File: src/rtl/fifo_pkg.sv
// Shared helpers for the parametrised sync FIFO: depth derivation, threshold checks,
// and the status bit order used when the flags are packed onto uio_out.
package fifo_pkg;

  localparam int STS_EMPTY     = 0;
  localparam int STS_FULL      = 1;
  localparam int STS_UNDERFLOW = 2;
  localparam int STS_OVERFLOW  = 3;
  localparam int STS_AE        = 4;
  localparam int STS_AF        = 5;

  function automatic int depth_of(input int addr_width);
    return 1 << addr_width;
  endfunction

  function automatic bit thresh_ok(input int af, input int ae, input int depth);
    return (af >= 1) && (af <= depth) && (ae >= 0) && (ae <= depth - 1);
  endfunction

  // {2'b0, almost_full, almost_empty, overflow, underflow, full, empty}
  function automatic logic [7:0] pack_status(input logic af, input logic ae,
                                             input logic ovf, input logic udf,
                                             input logic full, input logic empty);
    return {2'b00, af, ae, ovf, udf, full, empty};
  endfunction

endpackage

File: src/rtl/fifo_ram.sv
// DEPTH x DATA_WIDTH storage: one synchronous write port, one asynchronous read port.
// No reset on the array; contents are only meaningful behind the FIFO pointers.
module fifo_ram
  import fifo_pkg::*;
#(
  parameter int DATA_WIDTH = 8,
  parameter int ADDR_WIDTH = 5
) (
  input  logic                  clk,
  input  logic                  wr_en,
  input  logic [ADDR_WIDTH-1:0] wr_addr,
  input  logic [DATA_WIDTH-1:0] wr_data,
  input  logic [ADDR_WIDTH-1:0] rd_addr,
  output logic [DATA_WIDTH-1:0] rd_data
);

  localparam int DEPTH = depth_of(ADDR_WIDTH);

  logic [DATA_WIDTH-1:0] mem [DEPTH];

  always_ff @(posedge clk) begin
    if (wr_en) begin
      mem[wr_addr] <= wr_data;
    end
  end

  assign rd_data = mem[rd_addr];

endmodule

File: src/rtl/fifo_sync_param.sv
// Single-clock FIFO with level, threshold flags and sticky overflow/underflow.
// FWFT=1: head word visible 1 cycle after push; FWFT=0: 1-cycle registered read; full rejects push.
module fifo_sync_param
  import fifo_pkg::*;
#(
  parameter int DATA_WIDTH = 8,
  parameter int ADDR_WIDTH = 5,
  parameter int FWFT       = 1,
  parameter int AF_THRESH  = 28,
  parameter int AE_THRESH  = 4
) (
  input  logic                  clk,
  input  logic                  rst_n,
  input  logic                  wr_en,
  input  logic [DATA_WIDTH-1:0] wr_data,
  input  logic                  rd_en,
  output logic [DATA_WIDTH-1:0] rd_data,
  output logic                  rd_valid,
  output logic [ADDR_WIDTH:0]   level,
  output logic                  empty,
  output logic                  full,
  output logic                  almost_empty,
  output logic                  almost_full,
  output logic                  overflow,
  output logic                  underflow,
  input  logic                  err_clr
);

  localparam int DEPTH = depth_of(ADDR_WIDTH);
  localparam int LVL_W = ADDR_WIDTH + 1;

  localparam logic [ADDR_WIDTH:0]   DEPTH_LVL = LVL_W'(DEPTH);
  localparam logic [ADDR_WIDTH:0]   AF_LVL    = LVL_W'(AF_THRESH);
  localparam logic [ADDR_WIDTH:0]   AE_LVL    = LVL_W'(AE_THRESH);
  localparam logic [ADDR_WIDTH:0]   LVL_ONE   = LVL_W'(1);
  localparam logic [ADDR_WIDTH-1:0] PTR_ONE   = ADDR_WIDTH'(1);

  if (!thresh_ok(AF_THRESH, AE_THRESH, DEPTH)) begin : g_bad_thresh
    $error("fifo_sync_param: AF_THRESH/AE_THRESH out of range for DEPTH");
  end

  logic [ADDR_WIDTH-1:0] wr_ptr_q, wr_ptr_d, rd_ptr_q, rd_ptr_d;
  logic [ADDR_WIDTH:0]   level_q, level_d;
  logic                  overflow_q, overflow_d, underflow_q, underflow_d;
  logic                  push_ok, pop_ok;
  logic [DATA_WIDTH-1:0] ram_rd_data;

  // Flags decode only the registered level, so they change cleanly after each edge.
  assign empty        = (level_q == '0);
  assign full         = (level_q == DEPTH_LVL);
  assign almost_empty = (level_q <= AE_LVL);
  assign almost_full  = (level_q >= AF_LVL);
  assign level        = level_q;
  assign overflow     = overflow_q;
  assign underflow    = underflow_q;

  assign push_ok = wr_en & ~full;
  assign pop_ok  = rd_en & ~empty;

  always_comb begin
    wr_ptr_d    = wr_ptr_q;
    rd_ptr_d    = rd_ptr_q;
    level_d     = level_q;
    overflow_d  = overflow_q;
    underflow_d = underflow_q;
    if (push_ok) wr_ptr_d = wr_ptr_q + PTR_ONE;
    if (pop_ok)  rd_ptr_d = rd_ptr_q + PTR_ONE;
    case ({push_ok, pop_ok})
      2'b10:   level_d = level_q + LVL_ONE;
      2'b01:   level_d = level_q - LVL_ONE;
      default: level_d = level_q;
    endcase
    // Clear first so a same-cycle error still leaves the flag set.
    if (err_clr) begin
      overflow_d  = 1'b0;
      underflow_d = 1'b0;
    end
    if (wr_en & full)  overflow_d  = 1'b1;
    if (rd_en & empty) underflow_d = 1'b1;
  end

  always_ff @(posedge clk or negedge rst_n) begin
    if (!rst_n) begin
      wr_ptr_q    <= '0;
      rd_ptr_q    <= '0;
      level_q     <= '0;
      overflow_q  <= 1'b0;
      underflow_q <= 1'b0;
    end else begin
      wr_ptr_q    <= wr_ptr_d;
      rd_ptr_q    <= rd_ptr_d;
      level_q     <= level_d;
      overflow_q  <= overflow_d;
      underflow_q <= underflow_d;
    end
  end

  fifo_ram #(
    .DATA_WIDTH(DATA_WIDTH),
    .ADDR_WIDTH(ADDR_WIDTH)
  ) u_ram (
    .clk    (clk),
    .wr_en  (push_ok),
    .wr_addr(wr_ptr_q),
    .wr_data(wr_data),
    .rd_addr(rd_ptr_q),
    .rd_data(ram_rd_data)
  );

  if (FWFT != 0) begin : g_fwft
    assign rd_data  = ram_rd_data;
    assign rd_valid = ~empty;
  end else begin : g_std
    logic [DATA_WIDTH-1:0] rd_data_q, rd_data_d;
    logic                  rd_valid_q, rd_valid_d;

    always_comb begin
      rd_data_d  = pop_ok ? ram_rd_data : rd_data_q;
      rd_valid_d = pop_ok;
    end

    always_ff @(posedge clk or negedge rst_n) begin
      if (!rst_n) begin
        rd_data_q  <= '0;
        rd_valid_q <= 1'b0;
      end else begin
        rd_data_q  <= rd_data_d;
        rd_valid_q <= rd_valid_d;
      end
    end

    assign rd_data  = rd_data_q;
    assign rd_valid = rd_valid_q;
  end

endmodule

File: config.mk
export PLATFORM = sky130hd
export DESIGN_NAME = fifo_sync_param
export DESIGN_NICKNAME = d
export VERILOG_FILES = /design/src/rtl/fifo_pkg.sv /design/src/rtl/fifo_ram.sv /design/src/rtl/fifo_sync_param.sv
export SDC_FILE = /design/constraint.sdc
export NUM_CORES = 1
export LEC_CHECK = 0
export CORE_AREA = 2 2 159 161
export CTS_CLUSTER_DIAMETER = 30
export DETAILED_ROUTE_END_ITERATION = 6
export DIE_AREA = 0 0 161 163
export PLACE_DENSITY = 0.68
export SKIP_LAST_GASP = 1
export SLEW_MARGIN = 30
export SYNTH_ARGS = -nofsm -noshare
export SYNTH_HDL_FRONTEND = slang
export SYNTH_HIERARCHICAL = 1
export SYNTH_SLANG_ARGS = --single-unit
File: constraint.sdc
create_clock -name clk -period 3.15 [get_ports clk]
set_input_delay 0.63 -clock clk [delete_from_list [all_inputs] [get_ports clk]]
set_output_delay 0.63 -clock clk [all_outputs]
set_load 0.005 [all_outputs]
==> impl_metrics.env <==
export IMPL_outcome="finished, violations left"
export IMPL_violations="negative setup slack"
export IMPL_required_ns=2.52
export IMPL_wl_um=23860
export IMPL_num_vias=5529
export IMPL_ys_warn_count=6
export IMPL_critical_path_class="flop to output port"
export IMPL_reg2reg_slack_ns=0.35
export IMPL_cts_buffer_depth=3
export IMPL_setup_slack_ns=-0.3244
export IMPL_synth_distinct_cells=45
export IMPL_fmax_mhz=287.8
export IMPL_rr_worst_depth=9
export IMPL_initialDrtViolationCount=484
export IMPL_cp_endpoint="rd_data[5]"
export IMPL_powerDensity_nw_per_um2=975.3
export IMPL_rsz0062_at_grt="true"
export IMPL_synth_commonest_cells="edfxtp_1 (256), mux4_2 (80), nor2_1 (35)"
export IMPL_worstPathArrival_ns=2.84
export IMPL_synth_seq_cells=274
export IMPL_irDropWorstVdd_mv=0.5268
export IMPL_final_util=0.5606
export IMPL_period_share=1.103
export IMPL_power_leakage_nw=4.707
export IMPL_worstMarginPinSlew_ns=0.6769
export IMPL_yosys_area_top_type="edfxtp_1"
export IMPL_r2r_end="level[5]$_DFFE_PN0P_"
export IMPL_grt_pass1_vias=5729
export IMPL_cts_tree="built"
export IMPL_synth_top_area_share=0.7043
export IMPL_syn_mean_instance_area_um2=21.74
export IMPL_slew_violations=0
export IMPL_dieArea_um2=26240
export IMPL_ant_nets=0
export IMPL_finalNonFillerCells=999
export IMPL_cts_buffers=42
export IMPL_p_total_mw=13.49
export IMPL_clock_sinks=274
export IMPL_viasPerCell=5.535
export IMPL_synth_top_cells_by_area="edfxtp_1 (70%), mux4_2 (17%), dfrtp_1 (4.1%), nor2_1 (1.2%), mux2_2 (0.93%)"
export IMPL_dp_hpwl_um=13780
export IMPL_fillers=1818
export IMPL_hold_viol=0
export IMPL_path_clk_slew_ns=0.05
export IMPL_port_buffers=33
export IMPL_synth_most_common_cell="edfxtp_1"
export IMPL_skew_ns=0.01226
export IMPL_syn_inst=502
export IMPL_place_inst=897
export IMPL_place_gp_congestion=0.7436
export IMPL_antenna_found_initial=0
export IMPL_syn2layout_area_growth_pct=26.72
export IMPL_num_nets_final=656
export IMPL_avgRoutedWirePerCell_um=23.88
export IMPL_start_util=0.4424
export IMPL_setup_violations_final=8
export IMPL_die_h_um=163
export IMPL_grt_remaining_overflow=0
export IMPL_worstSkewPairLatency_ns=0.52
export IMPL_synth_seq_area_share=0.7455
export IMPL_reg2reg_from="level[0]$_DFFE_PN0P_"
export IMPL_num_rows=58
export IMPL_cts_root_buf="clkbuf_16"
export IMPL_netlist_area_um2=10920
export IMPL_timing_final_crit_period_ns=3.474
export IMPL_asyncSetResetFlopFracSynth=0.06569
export IMPL_htreeDepth=2
export IMPL_synth_top_flop_cell="edfxtp_1"
export IMPL_drc=0
export IMPL_crit_fanout=8
export IMPL_track_usage=0.1864
export IMPL_core_area_um2=24670
export IMPL_worst_setup_path_end_kind="output port"
export IMPL_grt_max_degree=36
export IMPL_n_antenna_cell=0
export IMPL_final_layout_size_suffix_gt1_frac=0.3886
export IMPL_startpoint_type="flop"
export IMPL_syn_nets=523
export IMPL_firstDrtPassIters=4
export IMPL_min_path_type="input port to asynchronous set/reset pin"
export IMPL_crit_start="rd_ptr_q[0]$_DFFE_PN0P_"
export IMPL_grt_pass1_wl_um=35760
export IMPL_relSlewSlack=0.5488
export IMPL_num_io_pins=34
export IMPL_die_width_um=161
export IMPL_maxCapViolations=0
export IMPL_synth_edf_count=256
export IMPL_tns_ns=-2.370
cell families (layout without fill, tap and decap cells):
| group | count (synthesis) | after routing | synth area share |
|---|---|---|---|
| compound gates | 19 | 19 | 0.01307 |
| xor+xnor | 11 | 11 | 0.008826 |
| fa+ha+maj | 8 | 8 | 0.009858 |
| buf+inv | 29 | 196 | 0.01307 |
| flops | 274 | 274 | 0.7455 |
| mux | 91 | 91 | 0.1766 |
| simple gates | 70 | 70 | 0.03301 |
routing by layer:
| layer | GRT usage | vias up | wire [um] | share of wire |
|---|---|---|---|---|
| li1 | - | 2365 | - | - |
| met1 | 0.2575 | 2908 | 9818 | 0.41 |
| met2 | 0.3057 | 223 | 11970 | 0.50 |
| met3 | 0.03438 | 33 | 1573 | 0.066 |
| met4 | 0.05682 | 0 | 497 | 0.021 |
| met5 | 0 | - | 0 | 0 |
worst min path at each step:
stage	start	end	slack, ns
after floorplan	rst_n	level[0]$_DFFE_PN0P_	0.33
after global placement	rd_ptr_q[4]$_DFFE_PN0P_	rd_ptr_q[4]$_DFFE_PN0P_	0.46
after detailed placement	rd_ptr_q[4]$_DFFE_PN0P_	rd_ptr_q[4]$_DFFE_PN0P_	0.48
after CTS	rd_ptr_q[4]$_DFFE_PN0P_	rd_ptr_q[4]$_DFFE_PN0P_	0.49
after global routing	rst_n	level[1]$_DFFE_PN0P_	0.08
final	rst_n	level[1]$_DFFE_PN0P_	0.05
through the flow:
step / area [um2] / setup WS (ns) / hold WS, ns
2_1_floorplan: 10920 / 0.4258 / 0.3344
3_3_place_gp: 12050 / -0.05852 / 0.4620
3_5_place_dp: 12050 / -0.06068 / 0.4820
4_1_cts: 13820 / -0.3596 / 0.4917
5_1_grt: 13830 / -0.3798 / 0.08030
6_report: 13830 / -0.3244 / 0.04804
cell type report:
| cell class | count | area [um2] | area share |
|---|---|---|---|
| well taps | 330 | 412.9 | 0.02985 |
| clock buffers | 45 | 1084 | 0.07834 |
| multi-input cells | 199 | 2661 | 0.1924 |
| clock inverters | 33 | 341.6 | 0.02469 |
| repair buffers | 110 | 1157 | 0.08367 |
| flip-flops and latches | 274 | 8143 | 0.5887 |
| inverters | 8 | 32.53 | 0.002352 |
sequential cells by signal, summed over array words and instances (netlist names):
register and flops:
u_ram/mem 256, level 6, rd_ptr_q 5, wr_ptr_q 5, overflow 1, underflow 1
where the power goes:
group          leakage (nW)  switching, mW  internal [mW]  total (mW)
clock network         0.688           1.73           2.82        4.55
logic                  1.50           1.81           2.50        4.32
registers              2.52          0.301           4.33        4.63
total                  4.71           3.84           9.65        13.5
cell usage in the layout (no fill, tap or decap), types with 3 or more instances in the layout:
master / netlist / final
edfxtp_1: 256 / 256
buf_12: 0 / 12
inv_1: 7 / 7
o21ai_0: 5 / 5
clkdlybuf4s50_1: 0 / 23
buf_16: 0 / 3
mux2_4: 1 / 8
xor2_1: 4 / 4
nand3b_1: 5 / 5
inv_6: 0 / 6
nor2_1: 35 / 35
or3b_2: 3 / 3
buf_2: 1 / 3
buf_6: 1 / 17
buf_4: 6 / 51
mux4_2: 80 / 80
nand2_1: 8 / 8
nand4_1: 4 / 4
bufinv_16: 0 / 3
dfrtp_1: 18 / 16
clkbuf_16: 0 / 43
inv_8: 0 / 3
nand3_1: 3 / 3
xnor2_1: 7 / 7
ha_1: 7 / 7
clkinvlp_4: 0 / 4
clkinv_4: 0 / 5
clkinv_1: 0 / 5
clkinv_2: 0 / 4
nor2b_1: 3 / 3
repair_timing:
| action | CTS | global route |
|---|---|---|
| endpoints found under the setup margin | 8 | 8 |
| gates resized for setup | 57 | 6 |
| buffers inserted | 20 | 3 |
| hold buffers | 0 | 0 |
| pin swaps | 0 | 0 |
| cloned | 4 | 0 |
critical path: stages, from the launching register on:
cell and delay, ns:
dfrtp_4 0.55, buf_8 0.17, buf_16 0.12, buf_6 0.09, mux4_2 0.49, mux4_2 0.49, mux2_4 0.30, buf_6 0.12
No activity file was read; power rests on OpenSTA's default activity.
